$ cat src/rtl/riscv_i32_trace_capture_pkg.sv
// Shared encodings for the RISC-V i32 trace capture slice: controller states,
// record kinds and record field layout.
package riscv_i32_trace_capture_pkg;

  typedef enum logic [1:0] {
    ST_IDLE    = 2'b00,
    ST_ARMED   = 2'b01,
    ST_CAPTURE = 2'b10,
    ST_STOPPED = 2'b11
  } state_e;

  typedef enum logic [1:0] {
    KIND_START  = 2'b00,
    KIND_BRANCH = 2'b01,
    KIND_TRAP   = 2'b10,
    KIND_RSVD   = 2'b11
  } kind_e;

  localparam int unsigned REC_PC_MSB   = 31;
  localparam int unsigned REC_PC_LSB   = 2;
  localparam int unsigned REC_KIND_MSB = 1;
  localparam int unsigned REC_KIND_LSB = 0;

  // Record = word-aligned PC in the upper bits, kind in the low two bits.
  function automatic logic [31:0] make_record(input logic [29:0] pc_word, input kind_e kind);
    logic [31:0] rec;
    rec = '0;
    rec[REC_PC_MSB:REC_PC_LSB]     = pc_word;
    rec[REC_KIND_MSB:REC_KIND_LSB] = kind;
    return rec;
  endfunction

endpackage

$ cat src/rtl/riscv_i32_trace_fifo.sv
// Register-array circular buffer for trace records with push/pop/clear,
// full flag and occupancy count (DEPTH_LOG2+1 bits so full is distinct).
module riscv_i32_trace_fifo
  import riscv_i32_trace_capture_pkg::*;
#(
  parameter int unsigned DEPTH_LOG2 = 4
) (
  input  logic                  clk,
  input  logic                  reset_n,
  input  logic                  i_push,
  input  logic                  i_pop,
  input  logic                  i_clear,
  input  logic [31:0]           i_data,
  output logic [31:0]           o_data,
  output logic [DEPTH_LOG2:0]   o_count,
  output logic                  o_full
);

  localparam int unsigned DEPTH = 1 << DEPTH_LOG2;

  logic [31:0]           r_mem [DEPTH];
  logic [DEPTH_LOG2-1:0] r_wr_ptr;
  logic [DEPTH_LOG2-1:0] r_rd_ptr;
  logic [DEPTH_LOG2:0]   r_count;
  logic                  w_do_pop;
  logic                  w_do_push;

  assign o_full    = (r_count == (DEPTH_LOG2 + 1)'(DEPTH));
  assign w_do_pop  = i_pop & (r_count != '0);
  // A pop in the same cycle frees the slot, so a push into a full buffer lands.
  assign w_do_push = i_push & (~o_full | w_do_pop);
  assign o_data    = r_mem[r_rd_ptr];
  assign o_count   = r_count;

  always_ff @(posedge clk or negedge reset_n) begin
    if (!reset_n) begin
      for (int unsigned i = 0; i < DEPTH; i++) r_mem[i] <= '0;
      r_wr_ptr <= '0;
      r_rd_ptr <= '0;
      r_count  <= '0;
    end else if (i_clear) begin
      r_wr_ptr <= '0;
      r_rd_ptr <= '0;
      r_count  <= '0;
    end else begin
      if (w_do_push) begin
        r_mem[r_wr_ptr] <= i_data;
        r_wr_ptr        <= r_wr_ptr + 1'b1;
      end
      if (w_do_pop) r_rd_ptr <= r_rd_ptr + 1'b1;
      case ({w_do_push, w_do_pop})
        2'b10:   r_count <= r_count + 1'b1;
        2'b01:   r_count <= r_count - 1'b1;
        default: r_count <= r_count;
      endcase
    end
  end

endmodule

$ cat src/rtl/riscv_i32_trace_capture.sv
// Trace capture controller: arm/trigger/capture FSM compressing retires to
// START/BRANCH/TRAP records. Define RISCV_TRACE_CAPTURE_WRAP_EN to overwrite
// the oldest record on full instead of stopping.
module riscv_i32_trace_capture
  import riscv_i32_trace_capture_pkg::*;
#(
  parameter int unsigned DEPTH_LOG2 = 4
) (
  input  logic                  clk,
  input  logic                  reset_n,
  input  logic                  riscv_clk_enable,
  input  logic                  trace__instr_valid,
  input  logic [31:0]           trace__instr_pc,
  input  logic                  trace__branch_taken,
  input  logic [31:0]           trace__branch_target,
  input  logic                  trace__trap,
  input  logic                  ctrl_start,
  input  logic                  ctrl_stop,
  input  logic                  ctrl_clear,
  input  logic                  trigger_enable,
  input  logic [31:0]           trigger_pc,
  output logic                  rd_valid,
  input  logic                  rd_ready,
  output logic [31:0]           rd_data,
  output logic [1:0]            status_state,
  output logic [DEPTH_LOG2:0]   status_count,
  output logic                  status_overflow
);

  state_e      r_state;
  state_e      w_next_state;
  logic        r_first;
  logic        w_next_first;
  logic        r_overflow;
  logic        w_qual;
  logic        w_trig_hit;
  logic        w_rd_pop;
  logic        w_rec_valid;
  logic [31:0] w_rec_data;
  logic        w_full;
  logic        w_full_drop;
  logic        w_push;
  logic        w_pop;
  logic        w_unused_trig;

  assign w_qual        = riscv_clk_enable & trace__instr_valid;
  assign w_trig_hit    = (trace__instr_pc[31:2] == trigger_pc[31:2]);
  assign w_unused_trig = ^trigger_pc[1:0];
  assign w_rd_pop      = rd_valid & rd_ready;
  assign w_full_drop   = w_rec_valid & w_full & ~w_rd_pop & ~ctrl_clear;

`ifdef RISCV_TRACE_CAPTURE_WRAP_EN
  assign w_push = w_rec_valid & ~ctrl_clear;
  assign w_pop  = w_rd_pop | w_full_drop;
`else
  assign w_push = w_rec_valid & ~ctrl_clear & ~w_full_drop;
  assign w_pop  = w_rd_pop;
`endif

  always_ff @(posedge clk or negedge reset_n) begin
    if (!reset_n) begin
      r_state    <= ST_IDLE;
      r_first    <= 1'b0;
      r_overflow <= 1'b0;
    end else begin
      r_state    <= w_next_state;
      r_first    <= w_next_first;
      if (ctrl_clear)       r_overflow <= 1'b0;
      else if (w_full_drop) r_overflow <= 1'b1;
    end
  end

  always_comb begin
    w_next_state = r_state;
    w_next_first = r_first;
    case (r_state)
      ST_IDLE, ST_STOPPED: begin
        if (ctrl_start && !ctrl_stop) begin
          w_next_state = trigger_enable ? ST_ARMED : ST_CAPTURE;
          w_next_first = ~trigger_enable;
        end
      end
      ST_ARMED: begin
        if (ctrl_stop) begin
          w_next_state = ST_STOPPED;
        end else if (w_qual && w_trig_hit) begin
          w_next_state = ST_CAPTURE;
          w_next_first = 1'b0;
        end
      end
      ST_CAPTURE: begin
        if (w_qual) w_next_first = 1'b0;
        if (ctrl_stop) w_next_state = ST_STOPPED;
`ifndef RISCV_TRACE_CAPTURE_WRAP_EN
        else if (w_full_drop) w_next_state = ST_STOPPED;
`endif
      end
      default: w_next_state = ST_IDLE;
    endcase
  end

  // The triggering retire becomes the START record on the edge that leaves ARMED.
  always_comb begin
    w_rec_valid = 1'b0;
    w_rec_data  = '0;
    case (r_state)
      ST_ARMED: begin
        if (w_qual && w_trig_hit && !ctrl_stop) begin
          w_rec_valid = 1'b1;
          w_rec_data  = make_record(trace__instr_pc[31:2], KIND_START);
        end
      end
      ST_CAPTURE: begin
        if (w_qual) begin
          if (r_first) begin
            w_rec_valid = 1'b1;
            w_rec_data  = make_record(trace__instr_pc[31:2], KIND_START);
          end else if (trace__trap) begin
            w_rec_valid = 1'b1;
            w_rec_data  = make_record(trace__instr_pc[31:2], KIND_TRAP);
          end else if (trace__branch_taken) begin
            w_rec_valid = 1'b1;
            w_rec_data  = make_record(trace__branch_target[31:2], KIND_BRANCH);
          end
        end
      end
      default: ;
    endcase
  end

  riscv_i32_trace_fifo #(
    .DEPTH_LOG2(DEPTH_LOG2)
  ) u_fifo (
    .clk     (clk),
    .reset_n (reset_n),
    .i_push  (w_push),
    .i_pop   (w_pop),
    .i_clear (ctrl_clear),
    .i_data  (w_rec_data),
    .o_data  (rd_data),
    .o_count (status_count),
    .o_full  (w_full)
  );

  assign rd_valid        = (status_count != '0);
  assign status_state    = r_state;
  assign status_overflow = r_overflow;

endmodule

$ cat config.mk
export PLATFORM = sky130hd
export DESIGN_NAME = riscv_i32_trace_capture
export DESIGN_NICKNAME = d
export VERILOG_FILES = /design/src/rtl/riscv_i32_trace_capture_pkg.sv /design/src/rtl/riscv_i32_trace_fifo.sv /design/src/rtl/riscv_i32_trace_capture.sv
export SDC_FILE = /design/constraint.sdc
export NUM_CORES = 1
export LEC_CHECK = 0
export BUFFER_PORTS_ARGS = -buffer_cell sky130_fd_sc_hd__buf_4
export CORE_MARGIN = 1
export CORE_UTILIZATION = 55
export DETAILED_ROUTE_END_ITERATION = 7
export HOLD_SLACK_MARGIN = 0.12
export MAX_ROUTING_LAYER = met4
export PLACE_DENSITY = 0.87
export SYNTH_ARGS = -nofsm -noshare
export SYNTH_HDL_FRONTEND = slang
export SYNTH_HIERARCHICAL = 1
export SYNTH_SLANG_ARGS = --single-unit
$ cat constraint.sdc
create_clock -name clk -period 3.25 [get_ports clk]
set_input_delay 0.65 -clock clk [delete_from_list [all_inputs] [get_ports clk]]
set_output_delay 0.65 -clock clk [all_outputs]
set_load 0.005 [all_outputs]
# After elaboration in Yosys (flattened, before gate mapping)
# Index checks and enable logic that the tools add are counted.
dict set report totals {
  in_bits 107
  regBits 529
  wordCells 112
}
dict set report classes {
  n_bitwise 17
  muxes 38
  n_reduce_logical 15
  eq_ne 13
  n_lt_le_gt_ge 3
  n_addsub 4
}
# operator n
set ops {}
lappend ops {{bitwise mux 512 bit} 1}
lappend ops {{2-to-1 mux 32 bit} 8}
lappend ops {{binary-select mux 32 bit (select 4 bit)} 1}
lappend ops {{demux 32 bit (select 4 bit)} 1}
lappend ops {{one-hot mux 32 bit (2 select lines)} 1}
lappend ops {{== test 30 bit} 1}
lappend ops {{2-to-1 mux 4 bit} 4}
lappend ops {{2-to-1 mux 2 bit} 6}
lappend ops {{2-to-1 mux 1 bit} 11}
lappend ops {{>= comparator 5 bit (second input constant)} 2}
lappend ops {{NOT 4 -> 5 bit} 2}
lappend ops {{one-hot mux 5 bit (2 select lines)} 1}
lappend ops {{bitwise AND 1 bit} 9}
lappend ops {{adder 4 x 1 -> 4 bit (second input constant)} 2}
lappend ops {{!= test 2 bit (second input constant)} 4}
lappend ops {{== test 2 bit (second input constant)} 3}
lappend ops {{!= test 3 bit (second input constant)} 2}
lappend ops {{one-hot mux 2 bit (3 select lines)} 1}
lappend ops {{nonzero test 2 bit} 3}
lappend ops {{adder 5 x 1 -> 5 bit (second input constant)} 1}
lappend ops {{== test 5 bit (second input constant)} 1}
lappend ops {{< comparator 5 x 1 -> 1 bit (second input constant)} 1}
lappend ops {{2-to-1 mux 5 bit} 1}
lappend ops {{NOT 1 bit} 5}
lappend ops {{other kinds (14)} 18}

# Longest topological paths before layout
# Gate-level depths: netlist of the first run.
dict set report depth {
  ltp_word 14
  ltp_mapped 15
  depth_no_buf 14
}

# Cells and area by module
# The synthesis of the first run kept the hierarchy.
# module seq_area_each_um2 area_each_um2 cells_each instances
set by_module_without_submodules {}
lappend by_module_without_submodules {riscv_i32_trace_fifo 13137.6 23777.8 1505 1}
lappend by_module_without_submodules {riscv_i32_trace_capture 100.1 1366.3 165 1}

# Worst setup path after synthesis of the first run
# OpenSTA, ideal clock, no wires.
dict set report synth_timing {
  kind {input to register}
  start {input port trigger_pc[14]}
  end {register u_fifo.r_count[4] (netlist: u_fifo/o_count[4])}
  t_arrival_ns 3.958
  stages 15
  path_slack_ns -0.847
  path_buffers 1
  cell_sequence {xor2_1 nor4_1 nand4_1 nor3_1 nor2_1 a2111oi_2 clkbuf_1 nor2b_1 o21ai_2 inv_1 ha_1 nand2b_1 o2bb2ai_1 a2111oi_0 or4_1}
}
dict set report synth_via {
  elab_chain_cells 14
  elab_cells_between_ends 17
  classes_between {3 x eq/ne; 4 x mux; 7 x bitwise; 3 x reduce/logical}
}
# element line_no
set synth_lines {}
lappend synth_lines {{from (decl)} riscv_i32_trace_capture.sv:21} ;# input logic [31:0] trigger_pc,
lappend synth_lines {{== test 30 bit *} riscv_i32_trace_capture.sv:47} ;# assign w_trig_hit = (trace__instr_pc[31:2] == trigger_pc[31:2]);
lappend synth_lines {{logical AND 1 bit * (2 in a row)} riscv_i32_trace_capture.sv:108} ;# if (w_qual && w_trig_hit && !ctrl_stop) begin
lappend synth_lines {{2-to-1 mux 1 bit *} riscv_i32_trace_capture.sv:108}
lappend synth_lines {{one-hot mux 1 bit (2 select lines) *} riscv_i32_trace_capture.sv:106} ;# case (r_state)
lappend synth_lines {{bitwise AND 1 bit (3 in a row)} riscv_i32_trace_capture.sv:50} ;# assign w_full_drop = w_rec_valid & w_full & ~w_rd_pop & ~ctrl_clear;
lappend synth_lines {{NOT 1 bit} riscv_i32_trace_capture.sv:56} ;# assign w_push = w_rec_valid & ~ctrl_clear & ~w_full_drop;
lappend synth_lines {{bitwise AND 1 bit *} riscv_i32_trace_capture.sv:56}
lappend synth_lines {{net w_push} riscv_i32_trace_capture.sv:42} ;# logic w_push;
lappend synth_lines {{bitwise AND 1 bit *} riscv_i32_trace_fifo.sv:31} ;# assign w_do_push = i_push & (~o_full | w_do_pop);
lappend synth_lines {{== test 2 x 1 -> 1 bit or == test 2 bit (tied branches)} riscv_i32_trace_fifo.sv:51} ;# case ({w_do_push, w_do_pop})
lappend synth_lines {{one-hot mux 5 bit (2 select lines)} riscv_i32_trace_fifo.sv:51}
lappend synth_lines {{2-to-1 mux 5 bit} riscv_i32_trace_fifo.sv:41} ;# end else if (i_clear) begin
lappend synth_lines {{to (signal assigned)} riscv_i32_trace_fifo.sv:52} ;# 2'b10: r_count <= r_count + 1'b1;
lappend synth_lines {{to (signal assigned)} riscv_i32_trace_fifo.sv:53} ;# 2'b01: r_count <= r_count - 1'b1;
lappend synth_lines {{to (signal assigned)} riscv_i32_trace_fifo.sv:54} ;# default: r_count <= r_count;
lappend synth_lines {{to (decl)} riscv_i32_trace_fifo.sv:24} ;# logic [DEPTH_LOG2:0] r_count;
# The timed path passes the listed nets; every way through them passes the cells marked *.
# A chain may end at the register's enable or synchronous reset.

# Final worst setup path of the first run
dict set report layout_timing {
  start {register u_fifo.r_rd_ptr[0]}
  end {output port rd_data[31]}
}
dict set report layout_via {
  elab_chain_cells 4
}
# element line_no
set layout_lines {}
lappend layout_lines {{from (decl)} riscv_i32_trace_fifo.sv:23} ;# logic [DEPTH_LOG2-1:0] r_rd_ptr;
lappend layout_lines {{from (signal assigned)} riscv_i32_trace_fifo.sv:50} ;# if (w_do_pop) r_rd_ptr <= r_rd_ptr + 1'b1;
lappend layout_lines {{NOT 4 -> 5 bit (not written as such)} riscv_i32_trace_fifo.sv:32} ;# assign o_data = r_mem[r_rd_ptr];
lappend layout_lines {{binary-select mux 32 bit (select 4 bit)} riscv_i32_trace_fifo.sv:32}
lappend layout_lines {{2-to-1 mux 32 bit (not written as such) (2 in a row)} riscv_i32_trace_fifo.sv:32}
lappend layout_lines {{to (decl)} riscv_i32_trace_capture.sv:24} ;# output logic [31:0] rd_data,
# Every way passes these cells. The select of a mux whose other input is x is not followed.

==> results of run 1 <==
[cells by family (layout without fill, tap and decap cells)]
family                   Yosys count  count (layout)  share of synthesized area
AO/OA/AOI/OAI                    133             133                     0.0461
adder cells (fa/ha/maj)           11              11                    0.00577
XOR/XNOR                          37              37                     0.0129
flip-flops                       529             529                      0.526
multiplexers                     648             648                      0.347
AND/OR/NAND/NOR                  148             148                     0.0298
buffers and inverters            164             418                     0.0316
other                              0               1                          0
[layout by cell type, fill, tap and decap left out, types with 3 or more instances in the layout]
master     count
inv_1         16
nand2b_1       5
nand3_1        4
a22oi_2       37
nand4_1        4
xor2_1        35
a21oi_1        8
bufinv_16      7
nor2b_1        4
nor3b_1        3
nor4_1         8
nor2_4        13
mux2i_1        4
dfrtp_1      527
mux4_2       128
ha_1           7
nor2_1        14
buf_12        39
mux2_1        73
buf_16         5
and3_1         3
o21ai_0       10
mux2_2       443
nand2_1       36
buf_4        249
o2111ai_2      4
clkbuf_16     58
buf_6          6
a22oi_1       57
clkbuf_8      11
o211ai_1       4
clkinv_2       8
clkbuf_1      13
nor2_2        32
nor3_1         6
or3_4          4
[power groups by stage]
stage | logic, mW | registers, mW | clock network (mW)
2_1_floorplan | 0.682 | 6.78 | 0
3_3_place_gp | 1.27 | 6.78 | 0
3_5_place_dp | 1.30 | 6.79 | 0
4_1_cts | 1.31 | 6.67 | 6.37
5_1_grt | 1.44 | 6.67 | 6.64
6_report | 1.33 | 6.67 | 6.33
[state kept, by name, indices dropped and copies added (netlist names)]
| signal | count |
|---|---|
| u_fifo/r_wr_ptr | 4 |
| u_fifo/o_count | 5 |
| status_state | 2 |
| u_fifo/r_rd_ptr | 4 |
| u_fifo/r_mem | 512 |
| r_first | 1 |
| status_overflow | 1 |
[tightest hold or removal path, stage by stage]
cell     delay, ns
buf_4         0.12
nand2_1       0.05
mux2_1        0.12
[layer usage]
metal	track usage	wire, um
met1	0.373	26900
met2	0.486	34400
met3	0.0490	3950
met4	0.104	2850
met5	-	0
[worst max-delay path by stage]
| stage | end | slack [ns] | cells after the start |
|---|---|---|---|
| global placement | u_fifo/r_mem[427] | -0.57 | 13 |
| global route | u_fifo/o_count[4] | -0.09 | 16 |
| CTS | rd_data[31] | -0.04 | 5 |
| detailed placement | u_fifo/r_mem[426] | -0.63 | 13 |
| floorplan | u_fifo/o_count[4] | -0.46 | 15 |
| finish | rd_data[31] | 0.02 | 5 |
[metrics by stage]
stage	total power [mW]	utilization	cell area [um2]
2_1_floorplan	7.46	-	25200
3_3_place_gp	8.05	0.627	28000
5_1_grt	14.8	0.678	30200
3_5_place_dp	8.09	0.627	28000
4_1_cts	14.3	0.669	29900
6_report	14.3	0.678	30200
[timing repair]
item,CTS,global route
cloned,1,8
endpoints found under the setup margin,23,489
setup buffers,1,7
hold buffers,1,0
hold endpoints to repair,58,0
gates resized for setup,7,20
pin swaps,0,7
[layout make-up]
cell class,count,area share
Antenna cell,1,0.0000828
Multi-Input combinational cell,977,0.376
Clock inverter,18,0.00935
Timing Repair Buffer,307,0.100
Inverter,17,0.00211
Clock buffer,76,0.0497
Tap cell,592,0.0245
Sequential cell,529,0.438
==> impl_metrics.ini, run 1 <==
[hold_path]
worstHoldEndpoint = status_state[1]
min-delay-start = trigger_enable
worstHoldPathCells = 3
hp-class = input port to register

[synth]
synth_top_area_frac = 0.526
avgSynthCellArea_um2 = 15.1
ys_ff_latch = 529
ys_seq_area_frac = 0.526
syn_nets = 1788
synth_area_leader_cell = dfrtp_1
yosys_warnings = 6
synth_common_cells = dfrtp_1, mux2_2, mux4_2, mux2_1, clkbuf_1
yosys-top-cells-area = dfrtp_1, mux2_2, mux4_2
synth_top_flop_cell = dfrtp_1
syn_inst = 1670
yosysMostFrequentCell = dfrtp_1
synth_area_um2 = 25100
async_reset_ff_frac = 1.00
synth_cell_types = 50
synth_edf_count = 0

[outcome]
outcome = finished clean

[worst_setup_path]
crit_path_max_fanout = 22
ff2ff_path_depth = 11
worstPathArrival_ns = 2.58
r2r-start = u_fifo/o_count[1]
start_kind = register
cp.required_ns = 2.60
endpoint_kind = output port
critical-path-max-stage-delay_ns = 0.59
cpMaxStageDelayCell = dfrtp_4
reg2reg_to = u_fifo/o_count[4]
cp_num_buf_inv = 2
path_cells = buf_16 -> mux4_2 -> a22oi_2 -> nand2_1 -> buf_4
path_delay_family = flip-flops
reg2reg_slack_ns = 0.16
crit_start = u_fifo/r_rd_ptr[0]
path_class = register to output port

[power_and_ir_drop]
p_sw_mw = 3.46
clkPwrFrac = 0.442
peakVddDrop_uv = 567
swShare = 0.241
p_leak_nw = 14.4
p_comb_frac = 0.093
powerDensity_nw_per_um2 = 474
p_seq_frac = 0.466
power.internal_mw = 10.9

[global_routing]
grtUsageTotal = 0.296
grt_pass1_vias = 17382
antenna_found_initial = 1
grt_first_pass_wirelength_mm = 102
grt_max_degree = 93
gr-total-overflow = 0

[placed_design]
io_buffers = 141
dp_cells = 2404
dp_slack_ns = -0.626
dpl.hpwl_mm = 39.4
gp_congestion = 0.939

[detailed_routing]
post-route-drc-count = 0
via_per_inst = 6.37
wirelength_mm = 68.1
vias = 16038
drt_iter0_markers = 1419
route.antenna.remaining_nets = 0
dr.pass1.iters = 5
avgRoutedWirePerCell_um = 27.1

[cts]
clk_latency_ns = 0.59
clockBufferDepth = 3
cts_tree = built
cts.htree.levels = 2
cts_root_buf = clkbuf_16
clk_pin_slew_ns = 0.07
cts.sinks = 529
numCtsBuffers = 51

[layout]
stdcell_count = 2517
seqCellArea_um2 = 13200
multiInputGateArea_um2 = 11400
nets = 2001
n_fill_cell = 2788
areaGrowthSynthToFinish_pct = 20.3
drive_gt1_frac = 0.556

[sta]
worst_slew_pin_slew_ns = 0.709
fmax_mhz = 309
finalCritPeriodShare = 0.994
drv_slew = 0
setup_slack_ns = 0.0183
rsz0062_at_grt = yes
setup_tns_ns = 0
finalCriticalPeriod_ns = 3.23
finClkSkew_ns = 0.0146
relSlewSlack = 0.526
fin_hold_ws_ns = 0.369
hold_viol_final = 0
setup_violations = 0

[floorplanning]
die_area_um2 = 46600
die_y_um = 216
start_util = 0.564
core-area_um2 = 44600
io-pin-count = 148
row_count = 77
die_width_um = 216

[job]
cap_violations = 0
Power figures use the tool's default switching activity.
==> inputs of run 2 (changes only) <==
Settings changed: RECOVER_POWER from default to 100.
==> run 2 against run 1 <==
The run now ends with max-capacitance violations, max-slew violations left. Non-clock buffer count stayed put. Worst hold slack better by 0.0027 ns. Total power fell by 0.18%. Setup slack worse by 0.0050 ns. Core utilization down 0.19 points. Register-to-register slack about the same. Count of clock-buffer cells in the layout stayed put. Global-route usage unchanged. Critical endpoint unchanged.
==> impl_metrics.ini, run 2 (synthesis gave the netlist of run 1 again) <==
[outcome]
outcome = finished with violations
violations = max-capacitance violations, max-slew violations

[power_and_ir_drop]
powerDensity_nw_per_um2 = 474
peakVddDrop_uv = 567
p_leak_nw = 14.4

[worst_setup_path]
endpoint_kind = output port
path_class = register to output port
crit_path_max_fanout = 22
reg2reg_to = u_fifo/o_count[4]
start_kind = register
r2r-start = u_fifo/o_count[1]
cpMaxStageDelayCell = dfrtp_4
ff2ff_path_depth = 11
crit_end = rd_data[31]
cp.required_ns = 2.60
crit_start = u_fifo/r_rd_ptr[0]
worstPathArrival_ns = 2.59
path_cells = buf_16 -> mux4_2 -> a22oi_2 -> nand2_1 -> buf_4
reg2reg_slack_ns = 0.16
critical-path-max-stage-delay_ns = 0.59

[job]
cap_violations = 1

[cts]
cts.sinks = 529
cts_root_buf = clkbuf_16
numCtsBuffers = 51
clk_latency_ns = 0.61
clk_pin_slew_ns = 0.06
cts.htree.levels = 2
clockBufferDepth = 3
cts_tree = built

[layout]
largest_reg_flops = 512
n_fill_cell = 2804
fin_util = 0.676
areaGrowthSynthToFinish_pct = 19.9
top_register = u_fifo/r_mem
layout_common_cells = dfrtp_1, mux2_2, buf_4
drive_gt1_frac = 0.551
final_common_cell = dfrtp_1
nets = 2001

[global_routing]
grt_first_pass_wirelength_mm = 102
grt_max_degree = 93
antenna_found_initial = 1
grtUsageTotal = 0.296
gr-total-overflow = 0
grt_pass1_vias = 17382

[floorplanning]
start_util = 0.564
die_area_um2 = 46600
io-pin-count = 148
core-area_um2 = 44600
row_count = 77
die_width_um = 216
die_y_um = 216

[placed_design]
gp_congestion = 0.939
dpl.hpwl_mm = 39.4
io_buffers = 141
dp_slack_ns = -0.626

[detailed_routing]
dr.pass1.iters = 5
route.antenna.remaining_nets = 0
avgRoutedWirePerCell_um = 27.0
post-route-drc-count = 0
via_per_inst = 6.36
drt_iter0_markers = 1390
wirelength_mm = 68.1
vias = 16009

[sta]
worst_slew_pin_slew_ns = 1.81
drv_slew = 66
hold_viol_final = 0
fin_hold_ws_ns = 0.372
finalCriticalPeriod_ns = 3.24
finClkSkew_ns = 0.0151
fmax_mhz = 309
relSlewSlack = -0.206
rsz0062_at_grt = yes
setup_slack_ns = 0.0133
setup_violations = 0
finalCritPeriodShare = 0.996

[hold_path]
hp-class = input port to register
-- run 2: worst min-delay path by stage --
| stage | from | end | slack (ns) | cells after the start |
|---|---|---|---|---|
| CTS | trigger_enable | status_state[1] | 0.36 | 3 |
| detailed placement | u_fifo/r_mem[446] | u_fifo/r_mem[446] | 0.48 | 1 |
| finish | trigger_enable | status_state[1] | 0.37 | 3 |
| global route | trigger_enable | status_state[1] | 0.38 | 3 |
| floorplan | reset_n | r_first | 0.35 | 0 |
| global placement | u_fifo/r_mem[426] | u_fifo/r_mem[426] | 0.47 | 1 |
-- run 2: what timing repair did --
action / CTS / global route
setup endpoints to repair: 23 / 489
setup buffers: 1 / 7
hold endpoints to repair: 58 / 0
resized for setup: 7 / 20
hold buffers: 1 / 0
pin swaps: 0 / 7
gates cloned: 1 / 8
-- run 2: metal layers --
| layer | vias up | share of wire | track usage |
|---|---|---|---|
| met1 | 8504 | 0.39 | 0.373 |
| met5 | - | 0 | - |
| met3 | 208 | 0.058 | 0.0490 |
| met4 | 0 | 0.041 | 0.104 |
| met2 | 657 | 0.51 | 0.486 |
| li1 | 6640 | - | - |
-- run 2: through the flow --
step | cell area, um2 | instances | TNS, ns | total power, mW
final | 30200 | 2517 | 0 | 14.3
after detailed placement | 28000 | 2404 | -247.60 | 8.09
after global placement | 28000 | 2404 | -228.70 | 8.05
after global routing | 30200 | 2517 | -0.183 | 14.7
after floorplan | 25200 | 1670 | -0.602 | 7.46
after CTS | 29900 | 2501 | -0.200 | 14.3
-- run 2: worst max-delay path, delay by kind of cell, from the launching register on --
family / cells / cell delay (ns)
flops: 1 / 0.59
mux: 1 / 0.55
compound gates: 1 / 0.26
buf+inv: 2 / 0.42
simple gates: 1 / 0.16
-- run 2: area by class of cell --
| class | instances | area (um2) | share of cell area |
|---|---|---|---|
| Timing Repair Buffer | 307 | 2950 | 0.0977 |
| Clock buffer | 76 | 1500 | 0.0498 |
| Antenna cell | 1 | 2.50 | 0.0000830 |
| Multi-Input combinational cell | 977 | 11400 | 0.377 |
| Clock inverter | 18 | 283 | 0.00938 |
| Tap cell | 592 | 741 | 0.0246 |
| Sequential cell | 529 | 13200 | 0.439 |
| Inverter | 17 | 63.8 | 0.00212 |
-- run 2: power breakdown --
group / total (mW) / internal [mW] / switching (mW) / leakage (nW)
Clock: 6.33 / 3.75 / 2.58 / 0.877
Sequential: 6.67 / 6.63 / 0.0405 / 7.38
Combinational: 1.30 / 0.458 / 0.843 / 6.11
==> inputs of run 3 (changes only) <==
Settings changed: CELL_PAD_IN_SITES_DETAIL_PLACEMENT from default to 0, CELL_PAD_IN_SITES_GLOBAL_PLACEMENT from default to 1, CORE_UTILIZATION 55 to 47, PLACE_DENSITY 0.87 to 0.88, SLEW_MARGIN from default to 30.
==> run 3 against run 2 <==
Clock power down 2%. Global-route usage down 5.0 points. Combinational power about the same. Largest power group unchanged. Flip-flop and latch count unchanged. First-iteration DRC count down 26%. Total power down 0.85%. Design area up 0.60%. Clock skew up 0.015 ns. Via count down 4.1%. Critical endpoint is now rd_data[0]. Count of clock-buffer cells in the layout down 4. Sequential share of layout area down 0.26 points. The run still ends with max-capacitance violations, max-slew violations left.
==> impl_metrics.ini, run 3 (synthesis gave the netlist of run 1 again) <==
[worst_setup_path]
path_class = register to output port
crit_path_max_fanout = 9
worstPathArrival_ns = 2.55
endpoint_kind = output port
cp.required_ns = 2.60
start_kind = register

[sta]
setup_slack_ns = 0.0477
finClkSkew_ns = 0.0301
setup_violations = 0
fin_hold_ws_ns = 0.377
relSlewSlack = -0.384
hold_viol_final = 0
finalCriticalPeriod_ns = 3.20
drv_slew = 71
finalCritPeriodShare = 0.985
rsz0062_at_grt = yes
setup_tns_ns = 0
fmax_mhz = 312
worst_slew_pin_slew_ns = 2.08

[floorplanning]
die_area_um2 = 54400
row_count = 84
io-pin-count = 148
core-area_um2 = 52700
die_width_um = 233
start_util = 0.478
die_y_um = 233

[global_routing]
grt_max_degree = 105
grtUsageTotal = 0.247
use_met3 = 0.0404
antenna_found_initial = 1
grt_pass1_vias = 16736
busiest_layer = met2
gr-total-overflow = 0
grt_first_pass_wirelength_mm = 98.9
grt_use_met2 = 0.396
grt_use_met1 = 0.319

[cts]
clk_latency_ns = 0.60
clk_pin_slew_ns = 0.06
cts.htree.levels = 2
cts_tree = built
clockBufferDepth = 3
cts_root_buf = clkbuf_16
cts.sinks = 529
numCtsBuffers = 51

[detailed_routing]
route.antenna.remaining_nets = 0
avgRoutedWirePerCell_um = 23.9
dr.pass1.iters = 5
via_per_inst = 5.86
vias = 15354
drt_iter0_markers = 1022
wirelength_mm = 62.6
post-route-drc-count = 0

[power_and_ir_drop]
powerDensity_nw_per_um2 = 467
peakVddDrop_uv = 450
p_leak_nw = 14.4

[layout]
fin_area_um2 = 30300
final_common_cell = dfrtp_1
nets = 2009
drive_gt1_frac = 0.560
layout_common_cells = dfrtp_1, mux2_2, buf_4
largest_reg_flops = 512
areaGrowthSynthToFinish_pct = 20.6
top_register = u_fifo/r_mem

[outcome]
outcome = finished with violations
violations = max-capacitance violations, max-slew violations

[placed_design]
io_buffers = 141
dp_slack_ns = -0.592
dpl.hpwl_mm = 40.5
place_area_um2 = 28300
gp_congestion = 0.911

[job]
cap_violations = 1

[hold_path]
hp-class = input port to register
## run 3: cell types whose count changed in the layout (fill, tap and decap cells not counted), moves of 4 or more
cell,delta
a22oi_1,-4
a22oi_2,+4
buf_12,+8
buf_4,+7
clkbuf_1,-11
clkbuf_16,-4
clkbuf_2,+4
## run 3: path summary, 6_finish.rpt
kind	startpoint	end	slack, ns	depth (start not counted)
max in group asynchronous	reset_n	u_fifo/r_mem[172]	0.34	3
hold reg to reg	u_fifo/r_mem[387]	u_fifo/r_mem[387]	0.49	1
setup reg to reg	u_fifo/o_count[1]	u_fifo/o_count[4]	0.16	10
min in group asynchronous	reset_n	u_fifo/r_mem[282]	1.22	2
hold / removal	trigger_enable	status_state[1]	0.38	3
setup / recovery	u_fifo/r_rd_ptr[0]	rd_data[0]	0.05	5
## run 3: where the power goes
part,leakage [nW],switching (mW),internal [mW]
Sequential,7.38,0.0360,6.63
Clock,0.869,2.56,3.62
Combinational,6.15,0.829,0.505
## run 3: area by class of cell
class | count | area [um2]
fillers | 3968 | 22300
flip-flops and latches | 529 | 13200
multi-input cells | 977 | 11400
repair buffers | 315 | 3020
clock buffers | 72 | 1500
well taps | 688 | 861
clock inverters | 22 | 272
inverters | 17 | 63.8
diodes | 1 | 2.50
## run 3: repair_timing
item | CTS | global route
setup buffers | 3 | 2
hold buffers | 1 | 0
endpoints found under the setup margin | 19 | 448
gates cloned | 1 | 2
pin swaps | 1 | 5
endpoints found under the hold margin | 60 | 0
resized for setup | 4 | 23
## run 3: metal layers
| metal | up-vias | wire [um] |
|---|---|---|
| met5 | - | 0 |
| met2 | 376 | 31700 |
| met4 | 0 | 1670 |
| li1 | 6658 | - |
| met3 | 111 | 2870 |
| met1 | 8209 | 26400 |
## run 3: critical path, stage by stage (launching register included)
cell,delay (ns)
dfrtp_4,0.52
buf_6,0.21
mux4_2,0.53
a22oi_1,0.28
nand2_1,0.21
buf_4,0.19
## run 3: stage by stage
step | util | instances | total power, mW
2_1_floorplan | - | 1670 | 7.46
3_3_place_gp | 0.538 | 2517 | 8.10
3_5_place_dp | 0.538 | 2517 | 8.14
4_1_cts | 0.574 | 2616 | 14.3
5_1_grt | 0.576 | 2621 | 14.7
6_report | 0.576 | 2621 | 14.2
